<file path="src/rtl/rx_unpack_pkg.sv">
// Shared types and defaults for the receive-side frame unpacker.
// Parser state encoding, default widths and a clog2 helper.
package rx_unpack_pkg;

  typedef enum logic {
    S_LEN = 1'b0,
    S_PAY = 1'b1
  } state_t;

  localparam int WORD_W_DEF     = 8;
  localparam int LEN_W_DEF      = 8;
  localparam int FIFO_DEPTH_DEF = 4;

  function automatic int clog2(input int v);
    int r;
    r = 0;
    for (int i = 0; i < 31; i++) begin
      if ((1 << r) < v) r++;
    end
    return r;
  endfunction

endpackage

</file>
<file path="src/rtl/rx_word_fifo.sv">
// Small show-ahead FIFO for unpacked words.
// Head is read combinationally; a push on full is absorbed by a same-cycle pop.
module rx_word_fifo
  import rx_unpack_pkg::*;
#(
  parameter int W     = 9,
  parameter int DEPTH = 4
) (
  input  logic         Clk,
  input  logic         reset,
  input  logic         push,
  input  logic         pop,
  input  logic [W-1:0] din,
  output logic [W-1:0] dout,
  output logic         empty,
  output logic         full,
  output logic         push_ok
);

  localparam int AW = clog2(DEPTH);
  localparam int CW = AW + 1;
  localparam logic [CW-1:0] FULL_CNT = CW'(DEPTH);

  logic [W-1:0]  mem [DEPTH];
  logic [AW-1:0] wr_ptr;
  logic [AW-1:0] rd_ptr;
  logic [CW-1:0] count;
  logic          pop_ok;

  assign empty   = (count == '0);
  assign full    = (count == FULL_CNT);
  assign pop_ok  = pop & ~empty;
  assign push_ok = push & (~full | pop_ok);
  assign dout    = empty ? '0 : mem[rd_ptr];

  // storage write, no reset needed since empty masks the head
  always_ff @(posedge Clk) begin
    if (push_ok) mem[wr_ptr] <= din;
  end

  // pointers and occupancy
  always_ff @(posedge Clk or posedge reset) begin
    if (reset) begin
      wr_ptr <= '0;
      rd_ptr <= '0;
      count  <= '0;
    end else begin
      if (push_ok) wr_ptr <= wr_ptr + AW'(1);
      if (pop_ok)  rd_ptr <= rd_ptr + AW'(1);
      unique case ({push_ok, pop_ok})
        2'b10:   count <= count + CW'(1);
        2'b01:   count <= count - CW'(1);
        default: count <= count;
      endcase
    end
  end

endmodule

</file>
<file path="src/rtl/rx_frame_unpacker.sv">
// Turns the Receiver bit stream into length-prefixed word frames.
// Parser FSM and counters here; words leave through rx_word_fifo.
module rx_frame_unpacker
  import rx_unpack_pkg::*;
#(
  parameter int WORD_W     = WORD_W_DEF,
  parameter int LEN_W      = LEN_W_DEF,
  parameter int FIFO_DEPTH = FIFO_DEPTH_DEF
) (
  input  logic              Clk,
  input  logic              reset,
  input  logic              bit_in,
  input  logic              bit_valid,
  output logic [WORD_W-1:0] word_out,
  output logic              word_last,
  output logic              word_valid,
  input  logic              word_ready,
  output logic              frame_done,
  output logic              overflow,
  output logic              busy
);

  localparam int SW = (WORD_W > LEN_W) ? WORD_W : LEN_W;
  localparam int BW = clog2(SW) + 1;
  localparam logic [BW-1:0] LEN_END  = BW'(LEN_W - 1);
  localparam logic [BW-1:0] WORD_END = BW'(WORD_W - 1);

  state_t            state;
  state_t            state_nx;
  logic [SW-1:0]     shreg;
  logic [SW-1:0]     shreg_nx;
  logic [BW-1:0]     bcnt;
  logic [LEN_W-1:0]  remain;
  logic [LEN_W-1:0]  len_val;
  logic              len_done;
  logic              word_done;
  logic              last_word;
  logic              push;
  logic              drop;
  logic              done_evt;
  logic [WORD_W:0]   fifo_din;
  logic [WORD_W:0]   fifo_dout;
  logic              empty;
  logic              full;
  logic              push_ok;

  assign shreg_nx  = {shreg[SW-2:0], bit_in};
  assign len_val   = shreg_nx[LEN_W-1:0];
  assign len_done  = bit_valid & (state == S_LEN)
                   & (bcnt == LEN_END);
  assign word_done = bit_valid & (state == S_PAY)
                   & (bcnt == WORD_END);
  assign last_word = (remain == LEN_W'(1));

  // parser state register
  always_ff @(posedge Clk or posedge reset) begin
    if (reset) state <= S_LEN;
    else       state <= state_nx;
  end

  // next state: empty frames never leave S_LEN
  always_comb begin
    state_nx = state;
    unique case (state)
      S_LEN: if (len_done && len_val != '0) state_nx = S_PAY;
      S_PAY: if (word_done && last_word)    state_nx = S_LEN;
    endcase
  end

  // outputs of the parser: word push and frame-end event
  always_comb begin
    push     = word_done;
    fifo_din = {last_word, shreg_nx[WORD_W-1:0]};
    done_evt = (len_done && len_val == '0)
             | (word_done && last_word);
  end

  // shift register, bit counter and words-remaining counter
  always_ff @(posedge Clk or posedge reset) begin
    if (reset) begin
      shreg  <= '0;
      bcnt   <= '0;
      remain <= '0;
    end else if (bit_valid) begin
      shreg <= shreg_nx;
      if (len_done || word_done) bcnt <= '0;
      else                       bcnt <= bcnt + BW'(1);
      if (len_done)       remain <= len_val;
      else if (word_done) remain <= remain - LEN_W'(1);
    end
  end

  // a push against a full FIFO not freed by a pop is lost
  assign drop = push & full & ~push_ok;

  // frame-end pulse and sticky overflow flag
  always_ff @(posedge Clk or posedge reset) begin
    if (reset) begin
      frame_done <= 1'b0;
      overflow   <= 1'b0;
    end else begin
      frame_done <= done_evt;
      overflow   <= overflow | drop;
    end
  end

  rx_word_fifo #(
    .W     (WORD_W + 1),
    .DEPTH (FIFO_DEPTH)
  ) u_fifo (
    .Clk     (Clk),
    .reset   (reset),
    .push    (push),
    .pop     (word_ready),
    .din     (fifo_din),
    .dout    (fifo_dout),
    .empty   (empty),
    .full    (full),
    .push_ok (push_ok)
  );

  assign {word_last, word_out} = fifo_dout;
  assign word_valid = ~empty;
  assign busy       = (state == S_PAY) | word_valid;

endmodule

</file>
<file path="config.mk">
export PLATFORM = sky130hd
export DESIGN_NAME = rx_frame_unpacker
export DESIGN_NICKNAME = d
export VERILOG_FILES = /design/src/rtl/rx_unpack_pkg.sv /design/src/rtl/rx_word_fifo.sv /design/src/rtl/rx_frame_unpacker.sv
export SDC_FILE = /design/constraint.sdc
export NUM_CORES = 1
export LEC_CHECK = 0
export ABC_AREA = 1
export BUFFER_PORTS_ARGS = -buffer_cell sky130_fd_sc_hd__clkbuf_2
export CORE_MARGIN = 4
export CORE_UTILIZATION = 50
export DETAILED_ROUTE_END_ITERATION = 16
export PLACE_DENSITY = 0.72
export SYNTH_ARGS = -nofsm -noshare
export SYNTH_HDL_FRONTEND = slang
export SYNTH_SLANG_ARGS = --single-unit
export TNS_END_PERCENT = 100
</file>
<file path="constraint.sdc">
create_clock -name Clk -period 2.4 [get_ports Clk]
set_input_delay 0 -clock Clk [delete_from_list [all_inputs] [get_ports Clk]]
set_output_delay 0 -clock Clk [all_outputs]
set_load 0.02 [all_outputs]
</file>
==> results.md, run 1 <==
- Outcome: complete, no violations
- Routed vias: 2092
- Synth-to-Final Area Change: 12.8%
- Dominant synthesized flop cell: edfxtp_1
- Area leader, netlist: edfxtp_1
- Gr usage total: 16.5%
- Crit Path Class: reg -> reg
- Initial Util: 53.0%
- GP Congestion: 0.833
- Signal arrival time at the worst endpoint: between 2 and 2.5 ns
- Crit-path max cell delay: 0.41 ns
- Vias in the first global route: around 1900
- Peak VDD IR: 632 uV
- Crit path max fanout: 10
- Sequential area share after synthesis: 60.4%
- Clock network fraction of total power: about a fifth
- H-tree depth: 3
- Drt wl/cell: 13.2 um
- Yosys warns: 0
- Post-DP HPWL: around 3.7 mm
- Hold crit path type: in -> reg
- Crit path cell chain: ha_1 > nand2_2 > nor2_4 > nand2_4 > nor2_4 > nand2_2 > ha_1 > inv_1 > fa_1 > a21oi_1 > o21ai_0 > xnor2_1
- Setup WS post-layout: 0.193 ns
- Clock skew: 0.00813 ns
- First drt pass iteration count: 4
- Sw Ratio: between 40 and 50%
- Setup TNS: 0 ns
- Grt total ovfl: 0
- Total Routed Length: approximately 5.5 mm
- Final min period: 2.21 ns
- IO Port Bufs: 17
- Yosys reg bits: 65
- Fin util: between 50% and 60%
- Die ar.: ~7300 um2
- Area of the mapped netlist: between 2000 and 3000 um2
- WHS: 0.0799 ns
- DRT iter0 DRCs: 128
- Syn Nets: 324
- Storage cell area: 1810 um2
- Hold Violations, Final: 0
- Syn Area/Cell: 9.65 um2
- Netlist cell types: 25
- Fill count: 465
- Element type at the critical path end: register
- Post-synth ARST share: between 40% and 50%
- Register clock-pin slew on the reported worst setup and hold paths: 0.07 ns
- Setup crit start kind: register
- Fin cells: 417
- Internal power: 0.00226 W
- Area of the multi-input gates: 1010 um2
- Worst EP required: 2.62 ns
- # Max-Cap Violations: 0
- Die span in y: 85.3 um
- Final slew viol count: 0
- Core ar.: ~5600 um2
- Share of the synthesized area in the top cell type: 36.2%
- # DRC: 0
- Top cells by count, synth: 54 x nand2_1, 52 x nor2_1, 36 x edfxtp_1
- Post-route clock period utilization: 91.9%
- Global-route wire length before repair: 9.35 mm
- Tightest Pin Transition: 0.667 ns
- RSZ-0062 raised after global routing: false
- Setup Viol. Count Final: 0
- CTS tree: yes
- Seq pwr share: roughly two fifths
- Via/cell ratio: 5.02
- Io pins: 18
- Max Clk Rate: approximately 0.45 GHz
- Placed cell count: 399
- Rows: 27
- Fin nets: ~350
- Share of layout cells above drive strength 1: 14.8%
- DRT antenna net count: 0
- Largest net degree at the start of global routing: 30
- CP max-delay cell: dfrtp_1
- Slew headroom: around 55%
- Static leakage: 1.46 nW
- Largest buffer count on any clock path: 2
- Most common cell in the synthesized netlist: nand2_1
- Initial antenna violation count: 0
- Ant diodes: 0
- Clock sink count: 65
- Post-Place Setup Slack: roughly 0.20 ns
- P_sw: 0.00151 W
- Post-synth EDFFs: 36
- Top area cells in the synthesized netlist: edfxtp_1 36%, dfrtp_1 24%, nand2_1 6.8%
- Combinational power share: a little under two fifths
- Latest clock arrival within the worst-skew pair: 0.33 ns
- Total CTS buffers: 9
- Die width: 85.3 um
- Mapped Cells: just over 300
- Pwr Density: about 1100 nW/um2
- Root buf cell: clkbuf_8
[worst max-delay path, delay by kind of cell (launching register included)]
kind                     cells  cell delay, ns
buffers and inverters        1            0.06
XOR/XNOR                     1            0.13
AND/OR/NAND/NOR              5            0.46
adder cells (fa/ha/maj)      3            0.77
flip-flops                   1            0.41
AO/OA/AOI/OAI                2            0.26
[placed cells by master, fill, tap and decap left out, types with 2 or more instances in the layout]
cell,n
nand2_1,54
nor2_1,52
edfxtp_1,36
inv_1,31
o21ai_0,29
dfrtp_1,29
nand3_1,20
clkbuf_2,17
a21oi_1,12
clkbuf_8,10
ha_1,8
buf_4,8
o21ai_1,7
inv_2,4
nand4_1,4
nor3_1,3
clkinv_2,3
nand2_2,2
nor2_4,2
xor2_1,2
xnor2_1,2
dlygate4sd3_1,2
[cell families (layout without fill, tap and decap cells)]
family	count (synthesis)	after routing	share of synthesized area (%)
buffers and inverters	43	78	5.86
AO/OA/AOI/OAI	50	50	8.66
XOR/XNOR	4	4	1.17
AND/OR/NAND/NOR	139	139	19.9
adder cells (fa/ha/maj)	9	9	4.02
flip-flops	65	65	60.4
[flip-flops by register name (all words and copies together), names as in the netlist]
register,count
overflow,1
frame_done,1
remain,8
u_fifo.count,3
state,1
bcnt,4
u_fifo.rd_ptr,2
u_fifo.wr_ptr,2
u_fifo.mem,36
shreg,7
[power by group through the flow]
stage	Combinational (W)	Sequential (W)	Clock [W]
final	0.00140	0.00157	0.000796
after global routing	0.00161	0.00160	0.000875
after CTS	0.00142	0.00157	0.000820
after detailed placement	0.00141	0.00159	0
after global placement	0.00137	0.00159	0
after floorplan	0.00108	0.00152	0
[timing repair]
action | CTS | global route
hold buffers | 2 | 0
endpoints found under the hold margin | 34 | 0
resized for setup | 0 | 0
setup buffers | 0 | 0
[area by class of cell]
cell class                 count  share of cell area (%)
timing repair buffer          27                    4.89
inverter                      35                    3.89
clock buffer                  11                    4.19
tap                           72                    2.67
sequential                    65                    53.5
clock inverter                 5                   0.927
multi-input combinational    202                    29.9
[worst paths after layout]
path                                          to  slack, ns  cells after the start        from
min in group asynchronous               overflow       0.26                      4       reset
worst max register to register   u_fifo.count[2]       0.19                     12     bcnt[0]
worst max-delay path             u_fifo.count[2]       0.19                     12     bcnt[0]
worst min-delay path            u_fifo.rd_ptr[1]       0.08                      5  word_ready
worst min register to register          overflow       0.48                      1    overflow
max in group asynchronous               shreg[6]       1.86                      4       reset
[per-layer routing]
layer	track usage, %	wire, um	vias to the layer above
li1	-	-	1079
met1	21.9	2510	963
met2	27.1	2680	44
met5	0	0	-
met3	2.82	260	6
met4	6.62	62	0
[stage by stage]
stage | power [W] | area [um2]
CTS | 0.00381 | 3370
finish | 0.00377 | 3370
global route | 0.00408 | 3370
detailed placement | 0.00301 | 3180
floorplan | 0.00260 | 2990
global placement | 0.00296 | 3180
Power figures use the tool's default switching activity.
==> run 2: changes to the inputs <==
--- a/config.mk
+++ b/config.mk
@@ -6,11 +6,12 @@
 export NUM_CORES = 1
 export LEC_CHECK = 0
 export ABC_AREA = 1
+export ABC_CLOCK_PERIOD_IN_PS = 2400
 export BUFFER_PORTS_ARGS = -buffer_cell sky130_fd_sc_hd__clkbuf_2
 export CORE_MARGIN = 4
-export CORE_UTILIZATION = 50
+export CORE_UTILIZATION = 60
 export DETAILED_ROUTE_END_ITERATION = 16
-export PLACE_DENSITY = 0.72
+export PLACE_DENSITY = 0.83
 export SYNTH_ARGS = -nofsm -noshare
 export SYNTH_HDL_FRONTEND = slang
 export SYNTH_SLANG_ARGS = --single-unit
==> results.md, run 2 (synthesis results as in run 1) <==
- Outcome: complete, no violations
- Final slew viol count: 0 (unchanged)
- Crit path cell chain: ha_1 > nand2_2 > nor2_4 > nand2_4 > nor2_4 > nand2_2 > ha_1 > inv_1 > fa_1 > a21oi_1 > o21ai_0 > xnor2_1
- Sw Ratio: 38.6% (-1.5 points)
- Reg-to-reg startpoint: bcnt[0]
- Post-DP HPWL: 3.80 mm (+2.1%)
- Hold Violations, Final: 0 (unchanged)
- Placed cell count: 394 (-1.3%)
- Setup Viol. Count Final: 0 (unchanged)
- Total Routed Length: 5.80 mm (+5.1%)
- GP Congestion: 0.868 (+4.1%)
- Fin area: 3410 um2 (+0.93%)
- Crit-path max cell delay: 0.40 ns (about the same)
- Hold path startpoint: word_ready
- Worst setup path startpoint: bcnt[0]
- Setup crit start kind: register
- Peak VDD IR: 689 uV (+9.1%)
- Fin cells: 412 (-1.2%)
- H-tree depth: 3 (unchanged)
- Share of layout cells above drive strength 1: 14.5% (-0.29 points)
- Fin nets: 354 (unchanged)
- Worst EP required: 2.62 ns (about the same)
- IO Port Bufs: 17 (unchanged)
- Register clock-pin slew on the reported worst setup and hold paths: 0.07 ns (about the same)
- Gr usage total: 21.0% (+4.5 points)
- Most frequent cells in the layout: 54 x nand2_1, 52 x nor2_1, 36 x edfxtp_1, 31 x inv_1
- Largest reg by FF count: u_fifo.mem
- Static leakage: 1.48 nW (+1.3%)
- Max reg flops: 36 (unchanged)
- Crit path max fanout: 10 (unchanged)
- Drt wl/cell: 14.1 um (+6.4%)
- Hold crit path type: in -> reg
- Max Clk Rate: 0.451 GHz (-0.52%)
- Clock network fraction of total power: 24.9% (+3.8 points)
- Grt total ovfl: 0 (unchanged)
- Placed Area: 3180 um2 (-0.20%)
- CTS tree: yes
- Synth-to-Final Area Change: 13.9%
- DRT iter0 DRCs: 164 (+28%)
- Total CTS buffers: 9 (unchanged)
- Final min period: 2.22 ns (+0.0116 ns)
- Largest regs: u_fifo.mem x36, remain x8, shreg x7
- Internal power: 0.00244 W (+7.9%)
- Largest net degree at the start of global routing: 30 (unchanged)
- Clock sink count: 65 (unchanged)
- # Max-Cap Violations: 0 (unchanged)
- First drt pass iteration count: 5 (+1)
- Setup TNS: 0 ns (unchanged)
- Routed vias: 2150 (+2.8%)
- Core ar.: 4790 um2 (-15%)
- Cts repair resizes: 0 (unchanged)
- Initial Util: 62.5% (+9.5 points)
- CP max-delay cell: dfrtp_1
- Seq pwr share: 39.9% (-1.8 points)
- P_sw: 0.00153 W (+1.3%)
- Slew headroom: 56.2% (+1.0 points)
- Die width: 78.6 um (-7.9%)
- Post-CTS Setup Inserts: 0 (unchanged)
- Tot Pwr: 0.00397 W (+5.2%)
- Largest buffer count on any clock path: 2 (unchanged)
- # DRC: 0 (unchanged)
- Post-route clock period utilization: 92.4% (+0.48 points)
- Rows: 25 (-7.4%)
- Global-route wire length before repair: 9.83 mm (+5.1%)
- Initial antenna violation count: 0 (unchanged)
- Root buf cell: clkbuf_8
- Element type at the critical path end: register
- Pwr Density: 1170 nW/um2 (+4.3%)
- Latest clock arrival within the worst-skew pair: 0.33 ns (about the same)
- RSZ-0062 raised after global routing: false
- Vias in the first global route: 2155 (+11%)
- Via/cell ratio: 5.22 (+4.0%)
- Io pins: 18 (unchanged)
- Clock skew: 0.00384 ns (-0.00430 ns)
- Signal arrival time at the worst endpoint: 2.44 ns (+0.02 ns)
- Most common cell after layout, fill and taps aside: nand2_1
- DRT antenna net count: 0 (unchanged)
- Tightest Pin Transition: 0.652 ns (-0.0152 ns)
- Die ar.: 6180 um2 (-15%)
- Combinational power share: 35.2% (-2.0 points)
- Crit Path Class: reg -> reg
- Fin util: 71.2% (+11 points)
- Die span in y: 78.6 um (-7.9%)
- Ant diodes: 0 (unchanged)
[run 2: layer usage]
layer	GRT usage (%)	routed length [um]	vias to the layer above
met5	0	0	-
met4	12.6	107	0
met3	3.90	264	8
met2	32.6	2800	48
met1	27.6	2620	1012
li1	-	-	1082
[run 2: worst paths after layout]
| check | end | slack, ns | cells past startpoint |
|---|---|---|---|
| min in group asynchronous | overflow | 0.25 | 4 |
| worst max-delay path | u_fifo.count[2] | 0.18 | 12 |
| worst min-delay path | u_fifo.rd_ptr[0] | 0.06 | 4 |
| max in group asynchronous | shreg[0] | 1.88 | 4 |
| worst min register to register | overflow | 0.47 | 1 |
| worst max register to register | u_fifo.count[2] | 0.18 | 12 |
[run 2: timing repair]
item,4_1_cts,5_1_grt
endpoints found under the setup margin,0,0
hold buffers,2,0
hold endpoints to repair,34,0
[run 2: final cells by class]
| cell class | instances | area, um2 |
|---|---|---|
| clock buffers | 10 | 128 |
| clock inverters | 6 | 82.6 |
| fillers | 348 | 1380 |
| inverters | 35 | 131 |
| multi-input cells | 202 | 1010 |
| flip-flops and latches | 65 | 1810 |
| well taps | 67 | 83.8 |
| repair buffers | 27 | 165 |
[run 2: metrics by stage]
| stage | hold slack, ns | setup WS (ns) |
|---|---|---|
| floorplan | 0.0781 | 0.346 |
| global placement | 0.0681 | 0.267 |
| detailed placement | 0.0724 | 0.187 |
| CTS | 0.0469 | 0.182 |
| global route | 0.0703 | 0.0279 |
| finish | 0.0610 | 0.182 |
[run 2: power by group through the flow]
stage	logic [W]	clock network, W	registers (W)
after CTS	0.00141	0.000997	0.00158
after global placement	0.00135	0	0.00159
final	0.00140	0.000987	0.00158
after global routing	0.00158	0.00105	0.00161
after floorplan	0.00108	0	0.00152
after detailed placement	0.00139	0	0.00160
[run 2: worst max-delay path: cells and delay by family (launching register included)]
family | cells | cell delay [ns]
compound gates | 2 | 0.26
xor+xnor | 1 | 0.13
fa+ha+maj | 3 | 0.76
buf+inv | 1 | 0.06
flops | 1 | 0.40
simple gates | 5 | 0.48
==> run 3: changes to the inputs <==
--- a/config.mk
+++ b/config.mk
@@ -6,12 +6,12 @@
 export NUM_CORES = 1
 export LEC_CHECK = 0
 export ABC_AREA = 1
-export ABC_CLOCK_PERIOD_IN_PS = 2400
+export ABC_CLOCK_PERIOD_IN_PS = 2000
 export BUFFER_PORTS_ARGS = -buffer_cell sky130_fd_sc_hd__clkbuf_2
 export CORE_MARGIN = 4
-export CORE_UTILIZATION = 60
+export CORE_UTILIZATION = 54
 export DETAILED_ROUTE_END_ITERATION = 16
-export PLACE_DENSITY = 0.83
+export PLACE_DENSITY = 0.79
 export SYNTH_ARGS = -nofsm -noshare
 export SYNTH_HDL_FRONTEND = slang
 export SYNTH_SLANG_ARGS = --single-unit
==> constraint.sdc (replaced) <==
create_clock -name Clk -period 2 [get_ports Clk]
set_input_delay 0 -clock Clk [delete_from_list [all_inputs] [get_ports Clk]]
set_output_delay 0 -clock Clk [all_outputs]
set_load 0.02 [all_outputs]
==> results.md, run 3 (synthesis results as in run 1) <==
- Outcome: complete, no violations
- Crit Path Class: reg -> reg
- Latest clock arrival within the worst-skew pair: 0.34 ns (about the same)
- Via/cell ratio: 5.18 (-0.74%)
- Largest regs: u_fifo.mem x36, remain x8, shreg x7
- Worst EP required: 2.23 ns (-0.39 ns)
- Clock sink count: 65 (unchanged)
- Fin cells: 423 (+2.7%)
- DRT iter0 DRCs: 161 (-1.8%)
- H-tree depth: 3 (unchanged)
- Drt wl/cell: 14.4 um (+2.6%)
- Crit path max fanout: 4 (-6)
- Slew headroom: 66.5% (+10 points)
- Element type at the critical path end: register
- Final slew viol count: 0 (unchanged)
- Initial antenna violation count: 0 (unchanged)
- Largest net degree at the start of global routing: 30 (unchanged)
- Setup crit start kind: register
- Hold Violations, Final: 0 (unchanged)
- Register clock-pin slew on the reported worst setup and hold paths: 0.07 ns (about the same)
- Vias in the first global route: 2088 (-3.1%)
- Max Clk Rate: 0.516 GHz (+14%)
- Most frequent cells in the layout: 54 x nand2_1, 52 x nor2_1, 36 x edfxtp_1, 30 x inv_1, 28 x dfrtp_1
- Initial Util: 57.1% (-5.4 points)
- Fin util: 67.4% (-3.8 points)
- First drt pass iteration count: 4 (-1)
- CTS tree: yes
- Worst setup path startpoint: bcnt[0]
- Grt total ovfl: 0 (unchanged)
- Routed vias: 2191 (+1.9%)
- Placed cell count: 403 (+2.3%)
- Die span in y: 82.4 um (+4.9%)
- Post-DP HPWL: 3.97 mm (+4.4%)
- Peak VDD IR: 879 uV (+27%)
- Global-route wire length before repair: 9.71 mm (-1.2%)
- Setup WS post-layout: 0.0625 ns (-0.119 ns)
- Fin nets: 362 (+2.3%)
- Hold path startpoint: bit_valid
- Total CTS buffers: 9 (unchanged)
- # Max-Cap Violations: 0 (unchanged)
- Post-Place Setup Slack: 0.0190 ns (-0.168 ns)
- WHS: 0.129 ns (+0.0682 ns)
- GP Congestion: 0.864 (-0.43%)
- Rows: 26 (+4.0%)
- Die ar.: 6790 um2 (+10%)
- Setup Viol. Count Final: 0 (unchanged)
- Synth-to-Final Area Change: 18.0%
- Max reg flops: 36 (unchanged)
- RSZ-0062 raised after global routing: true
- Share of layout cells above drive strength 1: 18.7% (+4.2 points)
- # DRC: 0 (unchanged)
- Signal arrival time at the worst endpoint: 2.17 ns (-0.27 ns)
- Reg-to-reg startpoint: bcnt[0]
- Clock skew: 0.00716 ns (+0.00332 ns)
- IO Port Bufs: 17 (unchanged)
- Hold crit path type: in -> reg
- Static leakage: 1.54 nW (+3.8%)
- Die width: 82.4 um (+4.9%)
- Root buf cell: clkbuf_8
- Io pins: 18 (unchanged)
- Pwr Density: 1440 nW/um2 (+23%)
- Tightest Pin Transition: 0.502 ns (-0.150 ns)
- Most common cell after layout, fill and taps aside: nand2_1
- Final min period: 1.94 ns (-0.281 ns)
- Post-route clock period utilization: 96.9% (+4.4 points)
- Largest reg by FF count: u_fifo.mem
- Core ar.: 5240 um2 (+9.4%)
- Ant diodes: 0 (unchanged)
- DRT antenna net count: 0 (unchanged)
- Largest buffer count on any clock path: 2 (unchanged)
- Total Routed Length: 6.11 mm (+5.4%)
- Gr usage total: 19.7% (-1.3 points)
## run 3: repair_timing
item                                    4_1_cts  5_1_grt
gates cloned                                  0        0
gates resized for setup                       1        6
pin swaps                                     0        4
endpoints found under the setup margin        1        2
setup buffers                                 0        2
hold endpoints to repair                     35        0
hold buffers                                  2        0
## run 3: path summary, 6_finish.rpt
path,end,cells after the start,slack (ns)
max,u_fifo.count[2],12,0.06
min,bcnt[1],4,0.13
max reg2reg,u_fifo.count[2],12,0.06
min reg2reg,u_fifo.count[0],1,0.48
max in group asynchronous,bcnt[0],4,1.45
min in group asynchronous,overflow,4,0.25
## run 3: stage by stage
stage / power, W / TNS (ns) / cell area (um2)
2_1_floorplan: 0.00313 / 0 / 3000
3_3_place_gp: 0.00358 / 0 / 3230
3_5_place_dp: 0.00366 / 0 / 3230
4_1_cts: 0.00504 / 0 / 3490
5_1_grt: 0.00541 / -0.0360 / 3530
6_report: 0.00508 / 0 / 3530
## run 3: cell type report
type                            count  area, um2
Fill cell                         422       1710
Clock buffer                        9        124
Clock inverter                      7        118
Timing Repair Buffer               35        225
Multi-Input combinational cell    202       1030
Tap cell                           70       87.6
Inverter                           35        131
Sequential cell                    65       1810
## run 3: metal layers
metal	part of all wire [%]	wire (um)	GRT usage [%]
met1	45	2760	24.2
met2	50	3050	32.7
met3	3.7	229	5.86
met4	1.2	71	7.64
met5	0	0	0
## run 3: report_power, final
part	total, W	switching [W]	leakage, nW	internal [W]
sequential	0.00190	0.000256	0.695	0.00165
clock	0.00136	0.000533	0.124	0.000830
combinational	0.00181	0.00116	0.719	0.000655
## run 3: critical path, stage by stage, from the launching register on
cell and delay, ns:
dfrtp_2 0.44, ha_4 0.18, nand2_4 0.07, nor2_4 0.04
nand2_4 0.07, nor2_4 0.03, nand2_2 0.06, ha_2 0.18
inv_2 0.05, fa_2 0.36, a21oi_2 0.12, o21ai_1 0.08
xnor2_1 0.13
